`src/rtl/guess_scheduler.sv`:
```
// guess_scheduler: round-robin arbiter that feeds validated letter guesses,
// one at a time, into the hangman game-logic datapath and tracks its
// red_busy / game_rdy handshake.
module guess_scheduler #(
  parameter int unsigned NUM_PLAYERS = 2,
  parameter int unsigned TIMEOUT     = 16
) (
  input  logic                     clk,
  input  logic                     nRst,
  input  logic [NUM_PLAYERS-1:0]   req,
  input  logic [8*NUM_PLAYERS-1:0] req_letter,
  input  logic                     game_active,
  input  logic                     game_over,
  input  logic                     gameEnd,
  input  logic                     red_busy,
  input  logic                     game_rdy,
  output logic [7:0]               guess,
  output logic [NUM_PLAYERS-1:0]   ack,
  output logic [NUM_PLAYERS-1:0]   reject,
  output logic [25:0]              used,
  output logic                     busy,
  output logic                     timeout_err
);

  localparam int unsigned PW = (NUM_PLAYERS > 1) ? $clog2(NUM_PLAYERS) : 1;
  localparam int unsigned TW = $clog2(TIMEOUT + 1);

  typedef enum logic [1:0] {
    StIdle,
    StCheck,
    StIssue,
    StWaitRdy
  } state_e;

  state_e               state_q, state_d;
  logic [PW-1:0]        win_q, win_d;
  logic [7:0]           cand_q, cand_d;
  logic [PW-1:0]        rr_ptr_q, rr_ptr_d;
  logic [TW-1:0]        timer_q, timer_d;
  logic [7:0]           guess_q, guess_d;
  logic [25:0]          used_q, used_d;
  logic [NUM_PLAYERS-1:0] ack_q, ack_d;
  logic [NUM_PLAYERS-1:0] reject_q, reject_d;
  logic                 timeout_q, timeout_d;

  logic                 pick_found;
  logic [PW-1:0]        pick_idx;
  logic [PW-1:0]        scan_idx;
  logic [7:0]           pick_letter;
  logic                 cand_in_range;
  logic [4:0]           letter_idx;
  logic                 cand_used;
  logic                 cand_valid;
  logic [NUM_PLAYERS-1:0] win_onehot;
  logic [PW-1:0]        next_ptr;

  // Cyclic offset from the round-robin pointer, wrapped to the player count.
  function automatic logic [PW-1:0] wrap_add(input logic [PW-1:0] base, input int unsigned off);
    int unsigned s;
    s = (32'(base) + off) % NUM_PLAYERS;
    return PW'(s);
  endfunction

  // Pick the first pending requester at or after rr_ptr and mux its letter.
  always_comb begin
    pick_found  = 1'b0;
    pick_idx    = '0;
    scan_idx    = '0;
    pick_letter = 8'h00;
    for (int unsigned i = 0; i < NUM_PLAYERS; i++) begin
      scan_idx = wrap_add(rr_ptr_q, i);
      if (!pick_found && req[scan_idx]) begin
        pick_found = 1'b1;
        pick_idx   = scan_idx;
      end
    end
    for (int unsigned i = 0; i < NUM_PLAYERS; i++) begin
      if (PW'(i) == pick_idx) begin
        pick_letter = req_letter[8*i +: 8];
      end
    end
  end

  // Candidate validity: upper-case ASCII letter not already evaluated.
  always_comb begin
    cand_in_range = (cand_q >= 8'h41) && (cand_q <= 8'h5A);
    // 'A' is 0x41, so the low five bits minus one give the alphabet index.
    letter_idx    = cand_q[4:0] - 5'd1;
    cand_used     = 1'b0;
    for (int unsigned k = 0; k < 26; k++) begin
      if ((letter_idx == 5'(k)) && used_q[k]) begin
        cand_used = 1'b1;
      end
    end
    cand_valid = cand_in_range && !cand_used;
  end

  // Decode the current winner and the pointer that follows it.
  always_comb begin
    win_onehot = '0;
    for (int unsigned i = 0; i < NUM_PLAYERS; i++) begin
      win_onehot[i] = (PW'(i) == win_q);
    end
    next_ptr = (win_q == PW'(NUM_PLAYERS - 1)) ? '0 : win_q + 1'b1;
  end

  // Next-state and registered-pulse logic; gameEnd overrides every state.
  always_comb begin
    state_d   = state_q;
    win_d     = win_q;
    cand_d    = cand_q;
    rr_ptr_d  = rr_ptr_q;
    timer_d   = timer_q;
    guess_d   = guess_q;
    used_d    = used_q;
    ack_d     = '0;
    reject_d  = '0;
    timeout_d = 1'b0;

    if (gameEnd) begin
      state_d  = StIdle;
      used_d   = '0;
      guess_d  = 8'h00;
      rr_ptr_d = '0;
      timer_d  = '0;
      if (state_q != StIdle) begin
        reject_d = win_onehot;
      end
    end else begin
      case (state_q)
        StIdle: begin
          if (game_active && !game_over && !red_busy && pick_found) begin
            win_d   = pick_idx;
            cand_d  = pick_letter;
            state_d = StCheck;
          end
        end
        StCheck: begin
          if (!cand_valid) begin
            reject_d = win_onehot;
            rr_ptr_d = next_ptr;
            state_d  = StIdle;
          end else begin
            guess_d = cand_q;
            timer_d = '0;
            state_d = StIssue;
          end
        end
        StIssue: begin
          if (red_busy) begin
            state_d = StWaitRdy;
          end else if (timer_q == TW'(TIMEOUT - 1)) begin
            // Game logic never picked the guess up; guess is left as-is.
            timeout_d = 1'b1;
            reject_d  = win_onehot;
            rr_ptr_d  = next_ptr;
            state_d   = StIdle;
          end else begin
            timer_d = timer_q + 1'b1;
          end
        end
        StWaitRdy: begin
          if (game_rdy) begin
            for (int unsigned k = 0; k < 26; k++) begin
              if (letter_idx == 5'(k)) begin
                used_d[k] = 1'b1;
              end
            end
            ack_d    = win_onehot;
            rr_ptr_d = next_ptr;
            state_d  = StIdle;
          end
        end
        default: state_d = StIdle;
      endcase
    end
  end

  // State and output registers with asynchronous active-low reset.
  always_ff @(posedge clk or negedge nRst) begin
    if (!nRst) begin
      state_q   <= StIdle;
      win_q     <= '0;
      cand_q    <= 8'h00;
      rr_ptr_q  <= '0;
      timer_q   <= '0;
      guess_q   <= 8'h00;
      used_q    <= '0;
      ack_q     <= '0;
      reject_q  <= '0;
      timeout_q <= 1'b0;
    end else begin
      state_q   <= state_d;
      win_q     <= win_d;
      cand_q    <= cand_d;
      rr_ptr_q  <= rr_ptr_d;
      timer_q   <= timer_d;
      guess_q   <= guess_d;
      used_q    <= used_d;
      ack_q     <= ack_d;
      reject_q  <= reject_d;
      timeout_q <= timeout_d;
    end
  end

  assign guess       = guess_q;
  assign used        = used_q;
  assign ack         = ack_q;
  assign reject      = reject_q;
  assign timeout_err = timeout_q;
  assign busy        = (state_q != StIdle);

endmodule

```
`config.mk`:
```
export PLATFORM = sky130hd
export DESIGN_NAME = guess_scheduler
export DESIGN_NICKNAME = d
export VERILOG_FILES = /design/src/rtl/guess_scheduler.sv
export SDC_FILE = /design/constraint.sdc
export NUM_CORES = 1
export LEC_CHECK = 0
export ABC_AREA = 1
export CORE_MARGIN = 4
export CORE_UTILIZATION = 35
export CTS_BUF_LIST = sky130_fd_sc_hd__clkbuf_4 sky130_fd_sc_hd__clkbuf_8 sky130_fd_sc_hd__clkbuf_16
export DETAILED_ROUTE_END_ITERATION = 12
export PLACE_DENSITY = 0.6
export RECOVER_POWER = 25
export SLEW_MARGIN = 20
export SYNTH_ARGS = -nofsm -noshare
export SYNTH_HDL_FRONTEND = slang
export SYNTH_SLANG_ARGS = --single-unit
```
`constraint.sdc`:
```
create_clock -name clk -period 2.1 [get_ports clk]
set_input_delay 0.42 -clock clk [delete_from_list [all_inputs] [get_ports clk]]
set_output_delay 0.42 -clock clk [all_outputs]
set_load 0.02 [all_outputs]
```
==> run_results.csv <==
group,metric,value,unit
grt,fraction_of_met2_tracks_used_by_global_routing,27.65,%
status,run_status,"finished, final reports clean",
clock_tree,number_of_buffers_created_by_cts,5,
setup_path,end_kind,"register",
pwr,static-leakage-power,1.897,nW
clock_tree,clock_insertion_delay_worst_skew,0.30,ns
clock_tree,cts-htree-levels,2,
drt,route.detailed.wl_per_inst,14.48,um
drt,detailed_route_wl,8.283,mm
drt,first_iter_violations,116,
die,die-width,100.7,um
drt,ant_nets,0,
grt,grt_first_pass_wirelength,13.56,mm
synthesis,synth_cells,378,
die,placementRows,33,
timing,finalHoldViolations,0,
timing,finalWorstSetupSlack,0.1088,ns
worst_hold_path,min_path_type,"input pin to asynchronous set/reset pin",
cells_and_area,antenna_cells_inserted,0,
synthesis,yosys-mux-area-fraction,0,%
timing,max_slew_margin,33.92,%
clock_tree,clock-root-buffer,"sky130_fd_sc_hd__clkbuf_8",
synthesis,syn_area_per_cell,7.961,sq um
clock_tree,ctsLongestPathBuffers,2,
synthesis,postSynthNetCount,409,
synthesis,synthArstFlopShare,100.0,%
synthesis,synthDominantCellAreaShare,46.57,%
die,floorplan.io_pins,65,
synthesis,ys_top_cells_by_area,"sky130_fd_sc_hd__dfrtp_1 (47%), sky130_fd_sc_hd__nand2_1 (7.9%), sky130_fd_sc_hd__nor2_1 (5.9%)",
setup_path,cp-start-kind,"register",
drt,route.vias.total,2892,
timing,achievable-frequency,502.2,MHz
synthesis,synth_top_family_by_area,"simple AND/OR/NAND/NOR gates",
timing,timing.clock.skew,0.006326,ns
pwr,sw_ratio,38.12,%
grt,grt_start_max_net_pins,28,
grt,global_route.usage.met1,22.46,%
timing,rsz0062_at_grt,"true",
pwr,p_sw,1.148,mW
die,initial_utilization,36.26,%
place,finalWeightedCongestion,0.9666,
synthesis,synth.yosys.warnings,0,
drt,post-route-drc-count,0,
synthesis,synth.largest_area_cell,"sky130_fd_sc_hd__dfrtp_1",
synthesis,yosys.area_share.simple,30.94,%
pwr,power.share.sequential,42.8,%
place,dp_hpwl,6.392,mm
timing,worstMarginPinSlew,0.9912,ns
timing,final_count_of_negative_setup_slack_endpoints,0,
drt,routed_via_density,5.056,
die,die_area,10140,sq um
synthesis,post_synth_fa_ha_maj_area_fraction,2.495,%
grt,global_route.peak_usage_layer,"met2",
clock_tree,cts_hold_buffers,0,
setup_path,worst-endpoint-arrival,2.19,ns
synthesis,synth_ff_type,"sky130_fd_sc_hd__dfrtp_1",
pwr,pwr-share-clk,19.0,%
synthesis,commonest_cells_in_the_netlist,"sky130_fd_sc_hd__nand2_1 (63), sky130_fd_sc_hd__dfrtp_1 (56), sky130_fd_sc_hd__nor2_1 (47), sky130_fd_sc_hd__inv_1 (44), sky130_fd_sc_hd__nand4_1 (24)",
setup_path,setup.worst_path.class,"register to register",
die,die_y,100.7,um
clock_tree,clk_pin_slew,0.10,ns
timing,slew_violations,0,
grt,global_route.overflow_total,0,
grt,number_of_antenna_violations_at_the_first_check_in_global_routing,0,
synthesis,post_synthesis_xor_xnor_area_fraction,0.2911,%
synthesis,netlist_area,3009,sq um
timing,final_min_period_over_clock_period,94.82,%
die,core,8299,sq um
cells_and_area,area_growth_syn_to_fin,35.34,%
grt,first_global_vias,2772,
synthesis,synth-compound-area-share,10.89,%
job,cap_violations,0,
cells_and_area,final_layout_size_suffix_gt1_share,15.63,%
pwr,worst_ir_drop_vdd,0.3383,mV
pwr,total_design_power,3.011,mW
clock_tree,cts_tree,"yes",
drt,drt-pass1-iter-count,4,
setup_path,worstPathRequired,2.30,ns
pwr,cell_internal_pwr,1.863,mW
place,port_buffers,64,
grt,groute.usage.overall,16.66,%
synthesis,ys_seq_elements,56,
synthesis,number_of_enable_flip_flop_cells_after_synthesis,0,
synthesis,synth_seq_area_share,46.57,%
setup_path,critical_path_peak_fanout,12,
cells_and_area,design.final.nets,498,
grt,global_route.usage.met3,2.837,%
pwr,p_comb_share,38.2,%
clock_tree,cts_num_sinks,56,
synthesis,yosysMostFrequentCell,"sky130_fd_sc_hd__nand2_1",
place,dp_worst_setup_slack,0.07727,ns
pwr,power_density_normalized_to_cell_area,739.3,nW/um^2
timing,shortest_period_the_worst_path_allows,1.991,ns
synthesis,post_synth_num_cell_types,35,
==> stage by stage <==
step	hold slack (ns)	std cells	utilization, %	cell area [sq um]	setup TNS, ns
CTS	0.04992	566	47.97	3981	0
global placement	0.3810	559	47.01	3901	0
detailed placement	0.3800	559	47.01	3901	0
global route	0.3258	572	49.07	4073	-0.01336
finish	0.2555	572	49.07	4073	0
floorplan	0.1244	378	-	3009	0
==> kinds of logic (layout without fill, tap and decap cells) <==
group                    count (synthesis)  count (layout)
AND/OR/NAND/NOR                        191             191
flip-flops                              56              56
XOR/XNOR                                 1               1
adder cells (fa/ha/maj)                  6               6
AO/OA/AOI/OAI                           58              58
buffers and inverters                   66             155
==> power by group through the flow <==
stage	sequential, mW	clock (mW)	combinational (mW)
4_1_cts	1.28	0.603	1.04
3_3_place_gp	1.30	0	1.03
6_report	1.29	0.572	1.15
2_1_floorplan	1.28	0	0.642
3_5_place_dp	1.30	0	1.04
5_1_grt	1.30	0.647	1.26
==> final timing paths <==
| kind | depth (start not counted) | start | end | slack, ns |
|---|---|---|---|---|
| worst max-delay path | 13 | cand_q[4]$_DFFE_PN0P_ | rr_ptr_q$_DFFE_PN0P_ | 0.11 |
| worst min-delay path | 1 | nRst | timer_q[2]$_DFFE_PN0P_ | 0.26 |
| worst max register to register | 13 | cand_q[4]$_DFFE_PN0P_ | rr_ptr_q$_DFFE_PN0P_ | 0.11 |
| worst min register to register | 2 | rr_ptr_q$_DFFE_PN0P_ | rr_ptr_q$_DFFE_PN0P_ | 0.50 |
| max in group asynchronous | 2 | nRst | cand_q[3]$_DFFE_PN0P_ | 0.79 |
| min in group clk | 2 | rr_ptr_q$_DFFE_PN0P_ | rr_ptr_q$_DFFE_PN0P_ | 0.50 |
==> critical path: stages (launching register included) <==
cell                      delay [ns]
sky130_fd_sc_hd__dfrtp_1        0.40
sky130_fd_sc_hd__buf_4          0.20
sky130_fd_sc_hd__nand2_1        0.15
sky130_fd_sc_hd__a21oi_1        0.06
sky130_fd_sc_hd__nand2_1        0.06
sky130_fd_sc_hd__nand3_1        0.08
sky130_fd_sc_hd__nor2_1         0.14
sky130_fd_sc_hd__nand2_1        0.08
sky130_fd_sc_hd__nor2_1         0.13
sky130_fd_sc_hd__nand3_2        0.14
sky130_fd_sc_hd__nor2_4         0.21
sky130_fd_sc_hd__nand2_4        0.11
sky130_fd_sc_hd__nand3_2        0.09
sky130_fd_sc_hd__nand2_1        0.05
==> flip-flops by register name, summed over array words and instances, names as in the netlist <==
signal       count
used            26
cand_q           8
rr_ptr_q         1
ack              2
timeout_err      1
state_q          2
guess            8
timer_q          5
reject           2
win_q            1
==> layout by cell type, fill, tap and decap left out, types with 2 or more instances in the layout <==
master	n
sky130_fd_sc_hd__o21ai_1	11
sky130_fd_sc_hd__a21oi_1	17
sky130_fd_sc_hd__nand3b_1	3
sky130_fd_sc_hd__nor3_1	13
sky130_fd_sc_hd__nor4_1	2
sky130_fd_sc_hd__inv_2	7
sky130_fd_sc_hd__clkbuf_2	2
sky130_fd_sc_hd__dfrtp_2	4
sky130_fd_sc_hd__o211ai_1	6
sky130_fd_sc_hd__nand3_1	19
sky130_fd_sc_hd__nand4_1	24
sky130_fd_sc_hd__nor2_4	3
sky130_fd_sc_hd__buf_4	30
sky130_fd_sc_hd__clkdlybuf4s50_1	62
sky130_fd_sc_hd__o21ai_0	14
sky130_fd_sc_hd__nor2_1	44
sky130_fd_sc_hd__nand3_2	3
sky130_fd_sc_hd__a31oi_1	4
sky130_fd_sc_hd__nand2_1	61
sky130_fd_sc_hd__clkbuf_8	5
sky130_fd_sc_hd__nand2_4	3
sky130_fd_sc_hd__ha_1	6
sky130_fd_sc_hd__dfrtp_1	52
sky130_fd_sc_hd__inv_1	44
sky130_fd_sc_hd__nor3_2	4
sky130_fd_sc_hd__nand2_2	4
sky130_fd_sc_hd__o21a_1	4
sky130_fd_sc_hd__nor2_2	4
==> layer usage <==
| layer | routed length [um] | up-vias |
|---|---|---|
| met3 | 453 | 13 |
| met2 | 3997 | 82 |
| li1 | - | 1425 |
| met4 | 128 | 0 |
| met1 | 3704 | 1372 |
| met5 | 0 | - |
==> cell type report <==
cell class | instances | area (sq um)
Fill cell | 848 | 4227
Sequential cell | 56 | 1406
Multi-Input combinational cell | 256 | 1390
Timing Repair Buffer | 96 | 868.3
Inverter | 52 | 195.2
Tap cell | 105 | 131.4
Clock buffer | 6 | 76.32
Clock inverter | 1 | 5.005
==> what timing repair did <==
action | 4_1_cts | 5_1_grt
pin swaps | 0 | 8
resized for setup | 1 | 17
setup endpoints to repair | 1 | 18
setup buffers | 0 | 6
Power figures use the tool's default switching activity.
